[src/rtl/reg_file_sb.sv]
//==============================================================================
// Module   : reg_file_sb
// Brief    : 2-read/1-write register file with write-to-read bypass, optional
//            hardwired-zero register 0 and a per-register busy scoreboard.
// Revision : 1.0 - initial release
//==============================================================================
`default_nettype none

module reg_file_sb #(
   parameter int DATA_W   = 32,
   parameter int ADDR_W   = 5,
   parameter bit ZERO_REG = 1'b1
) (
   input  logic              clk,
   input  logic              rst_n,
   input  logic              wr_en,
   input  logic [ADDR_W-1:0] wr_addr,
   input  logic [DATA_W-1:0] wr_data,
   input  logic [ADDR_W-1:0] rd_addr1,
   output logic [DATA_W-1:0] rd_data1,
   output logic              rd_ready1,
   input  logic [ADDR_W-1:0] rd_addr2,
   output logic [DATA_W-1:0] rd_data2,
   output logic              rd_ready2,
   input  logic              alloc_en,
   input  logic [ADDR_W-1:0] alloc_addr,
   output logic [ADDR_W:0]   busy_cnt
);

   localparam int c_DEPTH = 1 << ADDR_W;
   localparam int c_NPORT = 2;

   logic [DATA_W-1:0] r_regs [c_DEPTH];
   logic [c_DEPTH-1:0] r_busy;
   logic [ADDR_W:0]    r_busyCnt;

   logic               w_wrTake;
   logic               w_allocTake;
   logic [c_DEPTH-1:0] w_busyNext;
   logic [ADDR_W:0]    w_cntNext;

   logic [ADDR_W-1:0]  w_rdAddr  [c_NPORT];
   logic [DATA_W-1:0]  w_rdData  [c_NPORT];
   logic               w_rdReady [c_NPORT];

   // Register 0 is inert when hardwired to zero: no writes, no allocations.
   assign w_wrTake    = wr_en    && !(ZERO_REG && (wr_addr    == '0));
   assign w_allocTake = alloc_en && !(ZERO_REG && (alloc_addr == '0));

   // Alloc is applied after the write clear so a same-address alloc wins.
   always_comb begin
      w_busyNext = r_busy;
      if (w_wrTake) begin
         w_busyNext[wr_addr] = 1'b0;
      end
      if (w_allocTake) begin
         w_busyNext[alloc_addr] = 1'b1;
      end
   end

   always_comb begin
      w_cntNext = '0;
      for (int i = 0; i < c_DEPTH; i++) begin
         w_cntNext = w_cntNext + (ADDR_W+1)'(w_busyNext[i]);
      end
   end

   always_ff @(posedge clk or negedge rst_n) begin
      if (!rst_n) begin
         for (int i = 0; i < c_DEPTH; i++) begin
            r_regs[i] <= '0;
         end
      end else if (w_wrTake) begin
         r_regs[wr_addr] <= wr_data;
      end
   end

   always_ff @(posedge clk or negedge rst_n) begin
      if (!rst_n) begin
         r_busy    <= '0;
         r_busyCnt <= '0;
      end else begin
         r_busy    <= w_busyNext;
         r_busyCnt <= w_cntNext;
      end
   end

   assign busy_cnt = r_busyCnt;

   assign w_rdAddr[0] = rd_addr1;
   assign w_rdAddr[1] = rd_addr2;

   generate
      for (genvar p = 0; p < c_NPORT; p++) begin : g_rdPort
         always_comb begin
            w_rdData[p]  = r_regs[w_rdAddr[p]];
            w_rdReady[p] = ~r_busy[w_rdAddr[p]];
            if (ZERO_REG && (w_rdAddr[p] == '0)) begin
               w_rdData[p]  = '0;
               w_rdReady[p] = 1'b1;
            end else if (wr_en && (wr_addr == w_rdAddr[p])) begin
               // Result being written this cycle is forwarded straight through.
               w_rdData[p]  = wr_data;
               w_rdReady[p] = 1'b1;
            end
         end
      end
   endgenerate

   assign rd_data1  = w_rdData[0];
   assign rd_ready1 = w_rdReady[0];
   assign rd_data2  = w_rdData[1];
   assign rd_ready2 = w_rdReady[1];

endmodule

`default_nettype wire

[config.mk]
export PLATFORM = sky130hd
export DESIGN_NAME = reg_file_sb
export DESIGN_NICKNAME = d
export VERILOG_FILES = /design/src/rtl/reg_file_sb.sv
export SDC_FILE = /design/constraint.sdc
export NUM_CORES = 2
export LEC_CHECK = 0
export BUFFER_PORTS_ARGS = -buffer_cell sky130_fd_sc_hd__buf_2
export CAP_MARGIN = 20
export CORE_AREA = 4 4 295 355
export DETAILED_ROUTE_END_ITERATION = 10
export DIE_AREA = 0 0 299 359
export PLACE_DENSITY = 0.77
export SYNTH_ARGS = -nofsm -noshare
export SYNTH_HDL_FRONTEND = slang
export SYNTH_SLANG_ARGS = --single-unit
[constraint.sdc]
create_clock -name clk -period 4.5 [get_ports clk]
set_input_delay 0.675 -clock clk [delete_from_list [all_inputs] [get_ports clk]]
set_output_delay 0.675 -clock clk [all_outputs]
set_load 0.02 [all_outputs]
==> impl_metrics.yaml <==
logic_synthesis:
  synth_nets: 4173
  synth_top_area_share_pct: 45.5
  syn-cell-area_um2: 58300
  synth_seq_cells: 1062
  avgSynthCellArea_um2: 14.3
  async_flop_share_pct: 100
  ys.flop_type: "dfrtp_1"
  post-synth-top-area-cell: "dfrtp_1"
  synth_cells: 4086
  synth_edf_count: 0
  synth_warnings: 0
  synthTopCellsByArea: "dfrtp_1 (46%), mux2_2 (19%), mux4_2 (18%)"
  ys_seq_area_share_pct: 45.5
  yosysUniqueCellTypes: 64
global_routing:
  grt_use_total_pct: 34.7
  grt_pass1_wl_um: 276000
  antenna_found_initial: 9
  grt_pass1_vias: 41635
  grt_overflow: 0
  grt_max_degree: 102
setup_path:
  r2r_setup_slack_ns: -0.39
  worstPathRequired_ns: 5.14
  reg2reg_from: "r_busy[13]$_DFF_PN0_"
  cp_max_fo: 4
  r2r_end: "busy_cnt[4]$_DFF_PN0_"
  path_delay_family: "adder cells"
  cp.depth: 19
  crit_path_start: "alloc_addr[1]"
  crit_buf_inv: 5
  critical_path.max_stage_delay_ns: 0.57
  end_kind: "flip-flop"
  worst_path_most_repeated_cell: "fa_2"
  cp_cell_sequence: "buf_2 > or2_4 > nor2_4 > a32o_2 > inv_2 > fa_1 > inv_2 > fa_2 > inv_2 > fa_2 > fa_2 > fa_2 > fa_1 > inv_2 > ha_4 > fa_2 > a21o_1 > a21oi_2 > xnor2_1"
  cp-endpoint: "busy_cnt[4]$_DFF_PN0_"
  crit_type: "input port to flip-flop"
  worst_ep_arrival_time_ns: 5.65
  r2r_cells: 16
  worstSetupStartpointType: "input port"
  slowest_stage: "fa_2"
place:
  io_buffers: 127
  gp_congestion: 0.896
  place_ws_ns: -1.30
  hpwl_um: 110000
  numPlacedInstances: 5401
layout:
  stdcell_count: 5639
  nNetsFinal: 4271
  seqCellArea_um2: 26600
  drive_above_1_share_pct: 50.5
  multi_input_area_um2: 29900
  syn2layout_area_growth_pct: 12.7
  final_util_pct: 65.0
  fillers: 7317
timing:
  finalCriticalPeriod_ns: 5.01
  setup_ws_ns: -0.513
  setup_viol: 5
  fin_crit_sh_pct: 111
  tns_ns: -1.74
  max_freq_mhz: 199
  hold_violations: 0
  holdWs_ns: 0.00970
  slew_viol_final: 0
  grt_setup_unrepaired: "yes"
  clock_skew_ns: 0.00717
  worst_slew_pin_slew_ns: 1.20
  relSlewSlack_pct: 19.8
cts:
  clk_pin_slew_ns: 0.06
  cts_tree: "done"
  clockBufferDepth: 3
  htreeDepth: 3
  insertion_delay_ns: 0.72
  cts_inserted_buffers: 106
  clock_sinks: 1062
  cts_root_buf: "clkbuf_16"
  cts_hold_buf: 0
detailed_routing:
  drc: 0
  postRouteAntennaNets: 0
  dr.pass1.iters: 6
  wl_per_cell_um: 33.1
  vias_per_cell: 7.12
  drtIter0Drc: 4912
  vias: 40166
  wl_um: 187000
status:
  status: "complete, but fails checks"
  violations: "negative setup slack"
power_and_ir_drop:
  pwr_density_cell_nw_per_um2: 500
  leakage_uw: 0.0292
  ir_drop_v: 0.00153
job:
  maxCapViolCount: 0
floorplanning:
  die_width_um: 299
  rows: 128
  coreArea_um2: 101000
  initial_core_util_pct: 57.6
  io_pins: 128
  die-area_um2: 107000
  die_y_um: 359
min_path:
  hp-class: "input port to async pin"
where the power goes:
part           switching, µW  total [µW]  leakage, µW  internal, µW
Combinational           4660       10500       0.0137          5800
Sequential              1380       12800       0.0136         11500
Clock                   3970        9570      0.00186          5600
Total                  10000       32900       0.0292         22900
cell usage after synthesis (12+ instances only):
master    count
inv_1        53
nand2_1     157
a221o_1      20
o22ai_1      14
a311oi_1     13
nand3_1      31
clkbuf_1    243
mux2_1       40
mux2i_1     219
o221ai_1     13
a221oi_1     63
nor2_1       71
fa_1         24
a211oi_1     15
a22o_1       20
nor3_1       22
and2_1       16
mux2_2      968
and3_1       19
buf_1        66
buf_2        76
buf_6        36
nor2b_1      14
xnor2_1      12
o21ai_0      55
o21ai_1      19
a21oi_1      50
dfrtp_1    1062
buf_4        23
a22oi_1      55
mux4_2      458
routing by layer:
layer | track usage (%) | vias up | part of all wire [%]
met5 | 0 | - | 0.023
met4 | 21.1 | 8 | 7.3
met3 | 7.42 | 707 | 9.2
met2 | 55.1 | 2387 | 47
met1 | 43.9 | 21193 | 36
li1 | - | 15871 | -
cell families (layout without fill, tap and decap cells):
logic type               after synthesis  count (layout)  synth area share (%)
multiplexers                        1686            1686                  40.9
XOR/XNOR                              13              13                 0.195
AND/OR/NAND/NOR                      372             372                  2.97
flip-flops                          1062            1062                  45.5
adder cells (fa/ha/maj)               31              31                 0.974
other                                  0               4                     0
buffers and inverters                503             687                  4.11
AO/OA/AOI/OAI                        419             419                  5.27
repair_timing:
item | CTS | global route
gates cloned | 0 | 1
gates resized for setup | 37 | 38
setup buffers | 37 | 9
endpoints found under the setup margin | 5 | 37
pin swaps | 27 | 21
stage by stage:
step / instance area (µm²) / total power (µW)
CTS: 65600 / 32900
detailed placement: 61500 / 22700
finish: 65800 / 32900
global placement: 61500 / 22300
floorplan: 58700 / 19600
global route: 65800 / 34600
placed cells by master, fill, tap and decap left out, drive strengths merged, types with 8 or more instances in the layout:
cell type / count
a211oi: 15
a21o: 11
a21oi: 50
a221o: 20
a221oi: 63
a22o: 20
a22oi: 55
a311oi: 13
a31oi: 8
a32o: 8
and2: 16
and3: 19
buf: 438
bufinv: 12
clkbuf: 152
clkinv: 24
dfrtp: 1062
fa: 24
inv: 56
mux2: 1008
mux2i: 219
mux4: 459
nand2: 157
nand3: 31
nor2: 71
nor2b: 14
nor3: 22
o211a: 8
o211ai: 9
o21ai: 74
o221ai: 13
o22ai: 14
o31ai: 9
or2: 8
xnor2: 12
how the worst min path moves through the flow:
stage	slack, ns	depth (start not counted)	endpoint	startpoint
final	0.01	1	r_regs[478]$_DFFE_PN0P_	rst_n
after global placement	0.38	0	r_regs[1019]$_DFFE_PN0P_	r_regs[1019]$_DFFE_PN0P_
after detailed placement	0.38	0	r_regs[1006]$_DFFE_PN0P_	r_regs[1006]$_DFFE_PN0P_
after CTS	0.06	1	r_regs[478]$_DFFE_PN0P_	rst_n
after floorplan	0.38	0	busy_cnt[0]$_DFF_PN0_	rst_n
after global routing	0.07	1	r_regs[478]$_DFFE_PN0P_	rst_n
flip-flops by register name, summed over array words and instances (netlist names):
name / cells
busy_cnt: 6
r_busy: 32
r_regs: 1024
layout make-up:
| type | count | share of cell area (%) |
|---|---|---|
| inverter | 54 | 0.310 |
| antenna | 4 | 0.0152 |
| clock buffer | 151 | 4.83 |
| timing repair buffer | 439 | 5.59 |
| tap | 1365 | 2.60 |
| sequential | 1062 | 40.4 |
| clock inverter | 43 | 0.875 |
| multi-input combinational | 2521 | 45.4 |
Power figures use the tool's default switching activity.
